==> src/rtl/frame_read_engine.sv <==
`default_nettype none
// ============================================================================
//  Module      : frame_read_engine
//  Description : Scan-out reader for a 320x240 SDRAM framebuffer. Issues
//                sequential single-word read requests, buffers returned pixel
//                words in a small FIFO for the display pipeline, wraps at the
//                end of the frame and flags consumer underflow.
//  Revision    : 1.0 - initial release
// ============================================================================
module frame_read_engine #(
    parameter int H_RES      = 320,
    parameter int V_RES      = 240,
    parameter int ADDR_W     = 20,
    parameter int DATA_W     = 16,
    parameter int FIFO_DEPTH = 16
) (
    input  logic              Clk,
    input  logic              Reset,
    input  logic              Enable,
    input  logic              Frame_Start,
    output logic              Read,
    output logic [ADDR_W-1:0] R_Address,
    input  logic              Busy,
    input  logic              Read_Valid,
    input  logic [DATA_W-1:0] Read_Data,
    input  logic              Pixel_Req,
    output logic [DATA_W-1:0] Pixel_Data,
    output logic              Pixel_Valid,
    output logic [9:0]        Row,
    output logic [9:0]        Col,
    output logic              Frame_Done,
    output logic              Underflow
);

    localparam int               PTR_W    = (FIFO_DEPTH > 1) ? $clog2(FIFO_DEPTH) : 1;
    localparam int               CNT_W    = PTR_W + 1;
    localparam logic [CNT_W-1:0] DEPTH_C  = CNT_W'(FIFO_DEPTH);
    localparam logic [9:0]       LAST_COL = 10'(H_RES - 1);
    localparam logic [9:0]       LAST_ROW = 10'(V_RES - 1);

    typedef enum logic [1:0] {
        S_IDLE  = 2'd0,
        S_REQ   = 2'd1,
        S_WAIT  = 2'd2,
        S_DRAIN = 2'd3
    } state_t;

    state_t              state_q, state_d;
    logic                read_q, read_d;
    logic [ADDR_W-1:0]   addr_q, addr_d;
    logic [9:0]          row_q, row_d;
    logic [9:0]          col_q, col_d;
    logic                frame_done_q, frame_done_d;
    logic                underflow_q, underflow_d;
    logic [PTR_W-1:0]    wr_ptr_q, wr_ptr_d;
    logic [PTR_W-1:0]    rd_ptr_q, rd_ptr_d;
    logic [CNT_W-1:0]    count_q, count_d;
    logic [DATA_W-1:0]   mem_q [FIFO_DEPTH];

    logic fifo_empty;
    logic push;
    logic pop;
    logic at_max;
    logic room_after;

    assign fifo_empty = (count_q == '0);
    // Only the word of a live outstanding read is kept; Frame_Start discards it.
    assign push       = (state_q == S_WAIT) && Read_Valid && !Frame_Start;
    assign pop        = Pixel_Req && !fifo_empty;
    assign at_max     = (row_q == LAST_ROW) && (col_q == LAST_COL);
    assign room_after = (count_d < DEPTH_C);

    // Next-state computation: FIFO bookkeeping, address scan, request FSM.
    always_comb begin
        state_d      = state_q;
        addr_d       = addr_q;
        row_d        = row_q;
        col_d        = col_q;
        wr_ptr_d     = wr_ptr_q;
        rd_ptr_d     = rd_ptr_q;
        count_d      = count_q;
        underflow_d  = underflow_q | (Pixel_Req & fifo_empty);
        frame_done_d = push & at_max;

        case ({push, pop})
            2'b10:   count_d = count_q + CNT_W'(1);
            2'b01:   count_d = count_q - CNT_W'(1);
            default: count_d = count_q;
        endcase
        if (push) begin
            wr_ptr_d = wr_ptr_q + PTR_W'(1);
        end
        if (pop) begin
            rd_ptr_d = rd_ptr_q + PTR_W'(1);
        end

        // Scan position advances once per stored word; the flat address is
        // tracked alongside Row/Col so no multiplier is needed.
        if (push) begin
            if (at_max) begin
                addr_d = '0;
                row_d  = '0;
                col_d  = '0;
            end else if (col_q == LAST_COL) begin
                addr_d = addr_q + ADDR_W'(1);
                row_d  = row_q + 10'd1;
                col_d  = '0;
            end else begin
                addr_d = addr_q + ADDR_W'(1);
                col_d  = col_q + 10'd1;
            end
        end

        case (state_q)
            S_IDLE: begin
                if (Enable && (count_q < DEPTH_C)) begin
                    state_d = S_REQ;
                end
            end
            S_REQ: begin
                if (!Busy) begin
                    state_d = S_WAIT;
                end else if (!Enable) begin
                    state_d = S_IDLE;
                end
            end
            S_WAIT, S_DRAIN: begin
                if (Read_Valid) begin
                    state_d = (Enable && room_after) ? S_REQ : S_IDLE;
                end
            end
            default: state_d = S_IDLE;
        endcase

        // Restart of the scan overrides everything. A read already accepted by
        // the controller must still be waited out, so those paths go to DRAIN.
        if (Frame_Start) begin
            addr_d       = '0;
            row_d        = '0;
            col_d        = '0;
            wr_ptr_d     = '0;
            rd_ptr_d     = '0;
            count_d      = '0;
            underflow_d  = 1'b0;
            frame_done_d = 1'b0;
            case (state_q)
                S_REQ:           state_d = Busy ? S_IDLE : S_DRAIN;
                S_WAIT, S_DRAIN: state_d = Read_Valid ? S_IDLE : S_DRAIN;
                default:         state_d = S_IDLE;
            endcase
        end

        read_d = (state_d == S_REQ);
    end

    // Control and status registers with asynchronous clear.
    always_ff @(posedge Clk or posedge Reset) begin
        if (Reset) begin
            state_q      <= S_IDLE;
            read_q       <= 1'b0;
            addr_q       <= '0;
            row_q        <= '0;
            col_q        <= '0;
            frame_done_q <= 1'b0;
            underflow_q  <= 1'b0;
            wr_ptr_q     <= '0;
            rd_ptr_q     <= '0;
            count_q      <= '0;
        end else begin
            state_q      <= state_d;
            read_q       <= read_d;
            addr_q       <= addr_d;
            row_q        <= row_d;
            col_q        <= col_d;
            frame_done_q <= frame_done_d;
            underflow_q  <= underflow_d;
            wr_ptr_q     <= wr_ptr_d;
            rd_ptr_q     <= rd_ptr_d;
            count_q      <= count_d;
        end
    end

    // Pixel storage; contents are don't-care until pointed at by a valid count.
    always_ff @(posedge Clk) begin
        if (push) begin
            mem_q[wr_ptr_q] <= Read_Data;
        end
    end

    // The room check before each request guarantees a free slot for every return.
    a_no_overflow: assert property (@(posedge Clk) disable iff (Reset) push |-> (count_q < DEPTH_C));

    assign Read        = read_q;
    assign R_Address   = addr_q;
    assign Row         = row_q;
    assign Col         = col_q;
    assign Frame_Done  = frame_done_q;
    assign Underflow   = underflow_q;
    assign Pixel_Valid = !fifo_empty;
    assign Pixel_Data  = fifo_empty ? '0 : mem_q[rd_ptr_q];

endmodule
`default_nettype wire

==> config.mk <==
export PLATFORM = sky130hd
export DESIGN_NAME = frame_read_engine
export DESIGN_NICKNAME = d
export VERILOG_FILES = /design/src/rtl/frame_read_engine.sv
export SDC_FILE = /design/constraint.sdc
export NUM_CORES = 1
export LEC_CHECK = 0
export ABC_CLOCK_PERIOD_IN_PS = 7800
export CORE_MARGIN = 3
export CORE_UTILIZATION = 60
export DETAILED_ROUTE_END_ITERATION = 6
export DONT_BUFFER_PORTS = 1
export PLACE_DENSITY = 0.76
export SYNTH_ARGS = -nofsm -noshare
export SYNTH_HDL_FRONTEND = slang
export SYNTH_SLANG_ARGS = --single-unit
export TNS_END_PERCENT = 1
==> constraint.sdc <==
create_clock -name Clk -period 7.8 [get_ports Clk]
set_input_delay 1.17 -clock Clk [delete_from_list [all_inputs] [get_ports Clk]]
set_output_delay 1.17 -clock Clk [all_outputs]
set_load 0.01 [all_outputs]
==> results.yml, run 1 <==
pwr:
  vdd_drop_max_uv: 210
  power.static_leakage_uw: 0.00475
  p_per_area_nw_per_um2: 231
worst_setup_path:
  ff_to_ff_end: "Read"
  biggest_cell_delay_along_the_critical_path_ns: 0.79
  critical-path-slowest-cell: "sky130_fd_sc_hd__dfrtp_4"
  r2r_start: "count_q[1]"
  worst_case_reg_to_reg_path_depth: 12
  timing.reg2reg.setup_slack_ns: 3.71
  cp.arrival_ns: 3.43
  setup.worst_path.class: "reg -> out"
  critical_path_peak_fanout: 39
  crit_top_cell: "sky130_fd_sc_hd__mux4_2"
  path_cells: "buf_4, mux4_2, mux4_2, and2_1"
  critical_path_required_ns: 6.63
  cp.buffers_inverters: 1
  cp-start-kind: "flip-flop"
  cpLargestDelayFamily: "multiplexers"
  worstSetupEndpointType: "primary output"
sta:
  max_slew.worst_pin.slew_ns: 1.21
  timing.clock.skew_ns: 0.0213
  finalSetupTns_ns: 0
  report.final.hold_viol_count: 0
  maxSlewHeadroom: 0.195
  holdWs_ns: 0.557
  report.final.slew_viol_count: 0
  setup_repair_after_global_routing_missed_its_margin: "false"
  finalWorstPathRequiredPeriod_ns: 4.60
  final-setup-viol-count: 0
  achievable-frequency_ghz: 0.217
  final.period_utilization: 0.590
run_status:
  status: "complete, no violations"
global_routing:
  grt_pass1_vias: 7094
  track_usage: 0.231
  antenna_found_initial: 0
  grt_overflow: 0
  grt_start_max_net_pins: 59
  wire_length_of_the_first_global_routing_pass_um: 41600
floorplanning:
  fp-row-count: 53
  die_area_um2: 23600
  fp.dieH_um: 154
  num_io_pins: 83
  floorplan.initialDensity: 0.617
  core_area_um2: 21200
  fp.dieW_um: 154
final_layout:
  multi_input_area_um2: 3730
  filler_cell_count: 1367
  ratio_of_cells_with_drive_above_1_in_the_final_layout: 0.186
  most_common_library_cell_in_the_layout_ignoring_fill_and_taps: "sky130_fd_sc_hd__edfxtp_1"
  post-route-cell-area_um2: 14300
  sequential_cell_area_um2: 9140
  antenna_cells_inserted: 0
  final_cell_mix: "sky130_fd_sc_hd__edfxtp_1, sky130_fd_sc_hd__mux4_2, sky130_fd_sc_hd__dfrtp_1"
  flow.area_growth_from_synthesis_pct: 8.99
  final_cells: 1044
  final_net_count: 785
drt:
  detailedRoute.firstIterationViolations: 530
  drtAntennaViolNets: 0
  drt_wl_total_um: 26500
  drc_viols: 0
  first_pass_iters: 5
  via_count: 6742
  post_drt_wl_per_cell_um: 25.4
  vias_per_cell: 6.46
logic_synthesis:
  synth-seq-area-share: 0.698
  synthFlopType: "sky130_fd_sc_hd__edfxtp_1"
  synth_register_bits: 314
  synth_top_area_frac: 0.587
  netlist_instances: 745
  synthTopCellsByArea: "sky130_fd_sc_hd__edfxtp_1, sky130_fd_sc_hd__mux4_2, sky130_fd_sc_hd__dfrtp_1"
  synth-edff-count: 256
  mappedNetlistNets: 781
  synth.largest_area_cell: "sky130_fd_sc_hd__edfxtp_1"
  syn-mean-instance-area_um2: 17.6
  count_of_yosys_warnings_during_synthesis: 0
  synth.cell_area_um2: 13100
  synth-async-reset-ratio: 0.185
  synth.distinct_cells: 58
hold_path:
  worst_hold_path.endpoint: "count_q[3]"
  min_path_cells: 2
  holdCritPathClass: "reg -> reg"
  worst_hold_startpoint: "count_q[3]"
clock_network:
  ctsHoldBuffers: 0
  post_cts_repair_timing_setup_buffer_count: 0
  cts_resized: 0
  h-tree-depth: 1
  clkSlewWorstSetupHoldPaths_ns: 0.06
  cts_root_buffer: "sky130_fd_sc_hd__clkbuf_16"
  number_of_clock_buffers_inserted_by_tritoncts: 30
  cts_max_path_buffers: 3
  clock_sink_count: 314
  worst_skew_pair.late_latency_ns: 0.57
  tritoncts_clock_tree: "done"
flow_run:
  max-cap-violations: 0
place:
  place_inst: 992
  detailed_place.area_um2: 13300
  gp_congestion: 0.806
  hpwlAfterDp_um: 14900
  buffer_ports.inserted: 0
where the power goes:
group / internal (uW) / switching, uW
sequential: 1830 / 12.6
combinational: 23.5 / 44.5
clock: 795 / 599
total: 2650 / 656
through the flow:
stage / utilization / power (uW) / setup slack [ns]
finish: 0.672 / 3300 / 3.20
global route: 0.672 / 3400 / 2.96
CTS: 0.672 / 3330 / 3.10
detailed placement: 0.628 / 1940 / 3.71
global placement: 0.628 / 1940 / 3.74
floorplan: - / 1930 / 4.20
state kept, by name, indices dropped and copies added, names as in the netlist:
signal	cells
rd_ptr_q	4
R_Address	20
Col	10
Underflow	1
Row	10
state_q	2
wr_ptr_q	4
mem_q	256
Frame_Done	1
Read	1
count_q	5
per-layer routing:
layer	wire [um]	track usage
met1	10400	0.312
met2	13300	0.384
met3	2150	0.0509
met4	676	0.0706
met5	0	0
kinds of logic after synthesis:
kind of cell             synth area share
flip-flops                          0.698
AND/OR/NAND/NOR                    0.0785
multiplexers                        0.142
AO/OA/AOI/OAI                      0.0339
buffers and inverters              0.0181
XOR/XNOR                           0.0174
adder cells (fa/ha/maj)            0.0124
layout make-up:
| class | count | area share |
|---|---|---|
| sequential | 314 | 0.641 |
| multi-input combinational | 382 | 0.261 |
| clock buffer | 44 | 0.0577 |
| tap | 275 | 0.0241 |
| clock inverter | 8 | 0.00798 |
| timing repair buffer | 9 | 0.00474 |
| inverter | 12 | 0.00316 |
worst register-to-register path: stages (launching register included):
cell and delay [ns]:
sky130_fd_sc_hd__dfrtp_1 0.46, sky130_fd_sc_hd__nor3_1 0.34, sky130_fd_sc_hd__nand2_1 0.61, sky130_fd_sc_hd__nand2_1 0.46
sky130_fd_sc_hd__inv_1 0.10, sky130_fd_sc_hd__ha_1 0.39, sky130_fd_sc_hd__xor2_1 0.22, sky130_fd_sc_hd__ha_1 0.22
sky130_fd_sc_hd__a21boi_0 0.26, sky130_fd_sc_hd__o32ai_1 0.15, sky130_fd_sc_hd__nor4b_2 0.42, sky130_fd_sc_hd__mux2i_1 0.27
sky130_fd_sc_hd__nand2_1 0.08
cells in the mapped netlist (all sizes together), types with 13 or more instances:
library cell and instances:
ha 13, edfxtp 256, and2 24, nand2 41, a21oi 19, clkbuf 17, xor2 20, and3 14
mux4 80, nor2 37, dfrtp 58, nand3 25, buf 20
worst max path at each step:
| stage | endpoint | cells after the start | start |
|---|---|---|---|
| after CTS | Pixel_Data[7] | 4 | rd_ptr_q[0] |
| after detailed placement | Pixel_Data[7] | 4 | rd_ptr_q[0] |
| after global placement | Pixel_Data[7] | 4 | rd_ptr_q[0] |
| after floorplan | Read | 12 | Read_Valid |
| after global routing | Pixel_Data[7] | 4 | rd_ptr_q[0] |
| final | Pixel_Data[7] | 4 | rd_ptr_q[0] |
(Power assumes the default switching activity.)
==> run 2: changes to the inputs <==
--- a/config.mk
+++ b/config.mk
@@ -5,12 +5,12 @@
 export SDC_FILE = /design/constraint.sdc
 export NUM_CORES = 1
 export LEC_CHECK = 0
-export ABC_CLOCK_PERIOD_IN_PS = 7800
+export ABC_CLOCK_PERIOD_IN_PS = 3800
 export CORE_MARGIN = 3
-export CORE_UTILIZATION = 60
+export CORE_UTILIZATION = 57
 export DETAILED_ROUTE_END_ITERATION = 6
 export DONT_BUFFER_PORTS = 1
-export PLACE_DENSITY = 0.76
+export PLACE_DENSITY = 0.75
 export SYNTH_ARGS = -nofsm -noshare
 export SYNTH_HDL_FRONTEND = slang
 export SYNTH_SLANG_ARGS = --single-unit
==> constraint.sdc (replaced) <==
create_clock -name Clk -period 3.8 [get_ports Clk]
set_input_delay 0.57 -clock Clk [delete_from_list [all_inputs] [get_ports Clk]]
set_output_delay 0.57 -clock Clk [all_outputs]
set_load 0.01 [all_outputs]
==> run 2 against run 1 <==
Effect of this change: combinational power increased by 110%; die area increased by 5.1%; largest power group unchanged; utilization decreased by 1.9 points.
==> results.yml, run 2 (synthesis results as in run 1) <==
floorplanning:
  fp.dieW_um: 158
  num_io_pins: 83
  floorplan.initialDensity: 0.591
  fp.dieH_um: 158
  fp-row-count: 54
  die_area_um2: 24800
  core_area_um2: 22200
worst_setup_path:
  setup.worst_path.class: "reg -> out"
  path_cells: "buf_12, mux4_2, mux4_2, and2_1"
  worst_case_reg_to_reg_path_depth: 10
  cp-start-kind: "flip-flop"
  critical_path_required_ns: 3.23
  r2r_start: "state_q[1]"
  worstSetupEndpointType: "primary output"
  ff_to_ff_end: "Read"
  critical_path_peak_fanout: 28
  timing.reg2reg.setup_slack_ns: 0.39
  crit_top_cell: "sky130_fd_sc_hd__mux4_2"
  critical-path-slowest-cell: "sky130_fd_sc_hd__dfrtp_4"
  cp.arrival_ns: 2.93
  biggest_cell_delay_along_the_critical_path_ns: 0.78
final_layout:
  ratio_of_cells_with_drive_above_1_in_the_final_layout: 0.212
  largest_reg_flops: 256
  most_flop_heavy_register: "mem_q"
  sequential_cell_area_um2: 9140
  final_net_count: 801
  antenna_cells_inserted: 0
  final_cell_mix: "sky130_fd_sc_hd__edfxtp_1, sky130_fd_sc_hd__mux4_2, sky130_fd_sc_hd__dfrtp_1"
  filler_cell_count: 1494
  flow.area_growth_from_synthesis_pct: 10.6
  multi_input_area_um2: 3730
  most_common_library_cell_in_the_layout_ignoring_fill_and_taps: "sky130_fd_sc_hd__edfxtp_1"
sta:
  max_slew.worst_pin.slew_ns: 1.14
  maxSlewHeadroom: 0.239
  report.final.slew_viol_count: 0
  timing.clock.skew_ns: 0.0102
  final.period_utilization: 0.921
  final-setup-viol-count: 0
  report.final.hold_viol_count: 0
  finalWorstPathRequiredPeriod_ns: 3.50
  achievable-frequency_ghz: 0.286
  setup_repair_after_global_routing_missed_its_margin: "false"
  finalSetupTns_ns: 0
pwr:
  report.power.total_uw: 6910
  power.static_leakage_uw: 0.00487
  vdd_drop_max_uv: 315
  p_per_area_nw_per_um2: 478
global_routing:
  grt_start_max_net_pins: 43
  track_usage: 0.224
  grt_overflow: 0
  wire_length_of_the_first_global_routing_pass_um: 41600
  antenna_found_initial: 0
  grt_pass1_vias: 7131
drt:
  drc_viols: 0
  post_drt_wl_per_cell_um: 25.4
  drt_wl_total_um: 27100
  first_pass_iters: 4
  via_count: 6905
  drtAntennaViolNets: 0
  vias_per_cell: 6.46
  detailedRoute.firstIterationViolations: 481
clock_network:
  clkSlewWorstSetupHoldPaths_ns: 0.06
  cts_root_buffer: "sky130_fd_sc_hd__clkbuf_16"
  cts_resized: 0
  cts_max_path_buffers: 3
  post_cts_repair_timing_setup_buffer_count: 0
  clock_sink_count: 314
  worst_skew_pair.late_latency_ns: 0.54
  number_of_clock_buffers_inserted_by_tritoncts: 31
  ctsHoldBuffers: 0
  tritoncts_clock_tree: "done"
  h-tree-depth: 1
place:
  buffer_ports.inserted: 0
  gp_congestion: 0.819
  hpwlAfterDp_um: 15500
flow_run:
  max-cap-violations: 0
run_status:
  status: "complete, no violations"
hold_path:
  holdCritPathClass: "in -> async"
run 2: cell count changes in the layout (fill, tap and decap cells not counted), sizes merged:
cell	delta
clkbuf	-9
buf	+15
bufinv	+2
clkinvlp	+2
clkinv	+9
inv	+1
run 2: report_power, final:
group | total (uW) | switching, uW | internal (uW) | leakage, uW
Combinational | 143 | 93.6 | 49.7 | 0.00128
Sequential | 3780 | 27.4 | 3750 | 0.00310
Clock | 2990 | 1230 | 1760 | 0.000487
Total | 6910 | 1350 | 5560 | 0.00487
run 2: critical path, delay by kind of cell (launching register included):
| kind | cells | cell delay, ns |
|---|---|---|
| buf+inv | 1 | 0.30 |
| flops | 1 | 0.78 |
| mux | 2 | 1.04 |
| simple gates | 1 | 0.21 |
run 2: layout make-up:
type	count	area share
clock buffer	35	0.0546
clock inverter	22	0.0148
inverter	12	0.00311
multi-input combinational	382	0.258
sequential	314	0.632
tap	280	0.0242
timing repair buffer	24	0.0142
run 2: through the flow:
stage / instances / hold slack [ns] / utilization / area, um^2 / setup WS, ns
2_1_floorplan: 745 / 0.495 / - / 13100 / 0.803
3_3_place_gp: 1012 / 0.542 / 0.608 / 13500 / 0.669
3_5_place_dp: 1012 / 0.554 / 0.608 / 13500 / 0.403
4_1_cts: 1069 / 0.0329 / 0.653 / 14500 / 0.234
5_1_grt: 1069 / 0.0619 / 0.653 / 14500 / 0.136
6_report: 1069 / 0.0259 / 0.653 / 14500 / 0.298
run 2: layer usage:
| layer | share of wire | global-route usage | up-vias |
|---|---|---|---|
| met2 | 0.50 | 0.374 | 327 |
| met4 | 0.023 | 0.0632 | 0 |
| met1 | 0.38 | 0.298 | 3534 |
| met5 | 0 | 0 | - |
| li1 | - | - | 2993 |
| met3 | 0.10 | 0.0547 | 51 |
run 2: how the worst max path moves through the flow:
stage,start,to,slack (ns),depth (start not counted)
2_1_floorplan,Read_Valid,Read,0.80,12
3_3_place_gp,Read_Valid,state_q[0],0.67,10
3_5_place_dp,Read_Valid,Read,0.40,10
4_1_cts,rd_ptr_q[0],Pixel_Data[4],0.23,4
5_1_grt,state_q[1],Read,0.14,10
6_report,rd_ptr_q[0],Pixel_Data[7],0.30,4
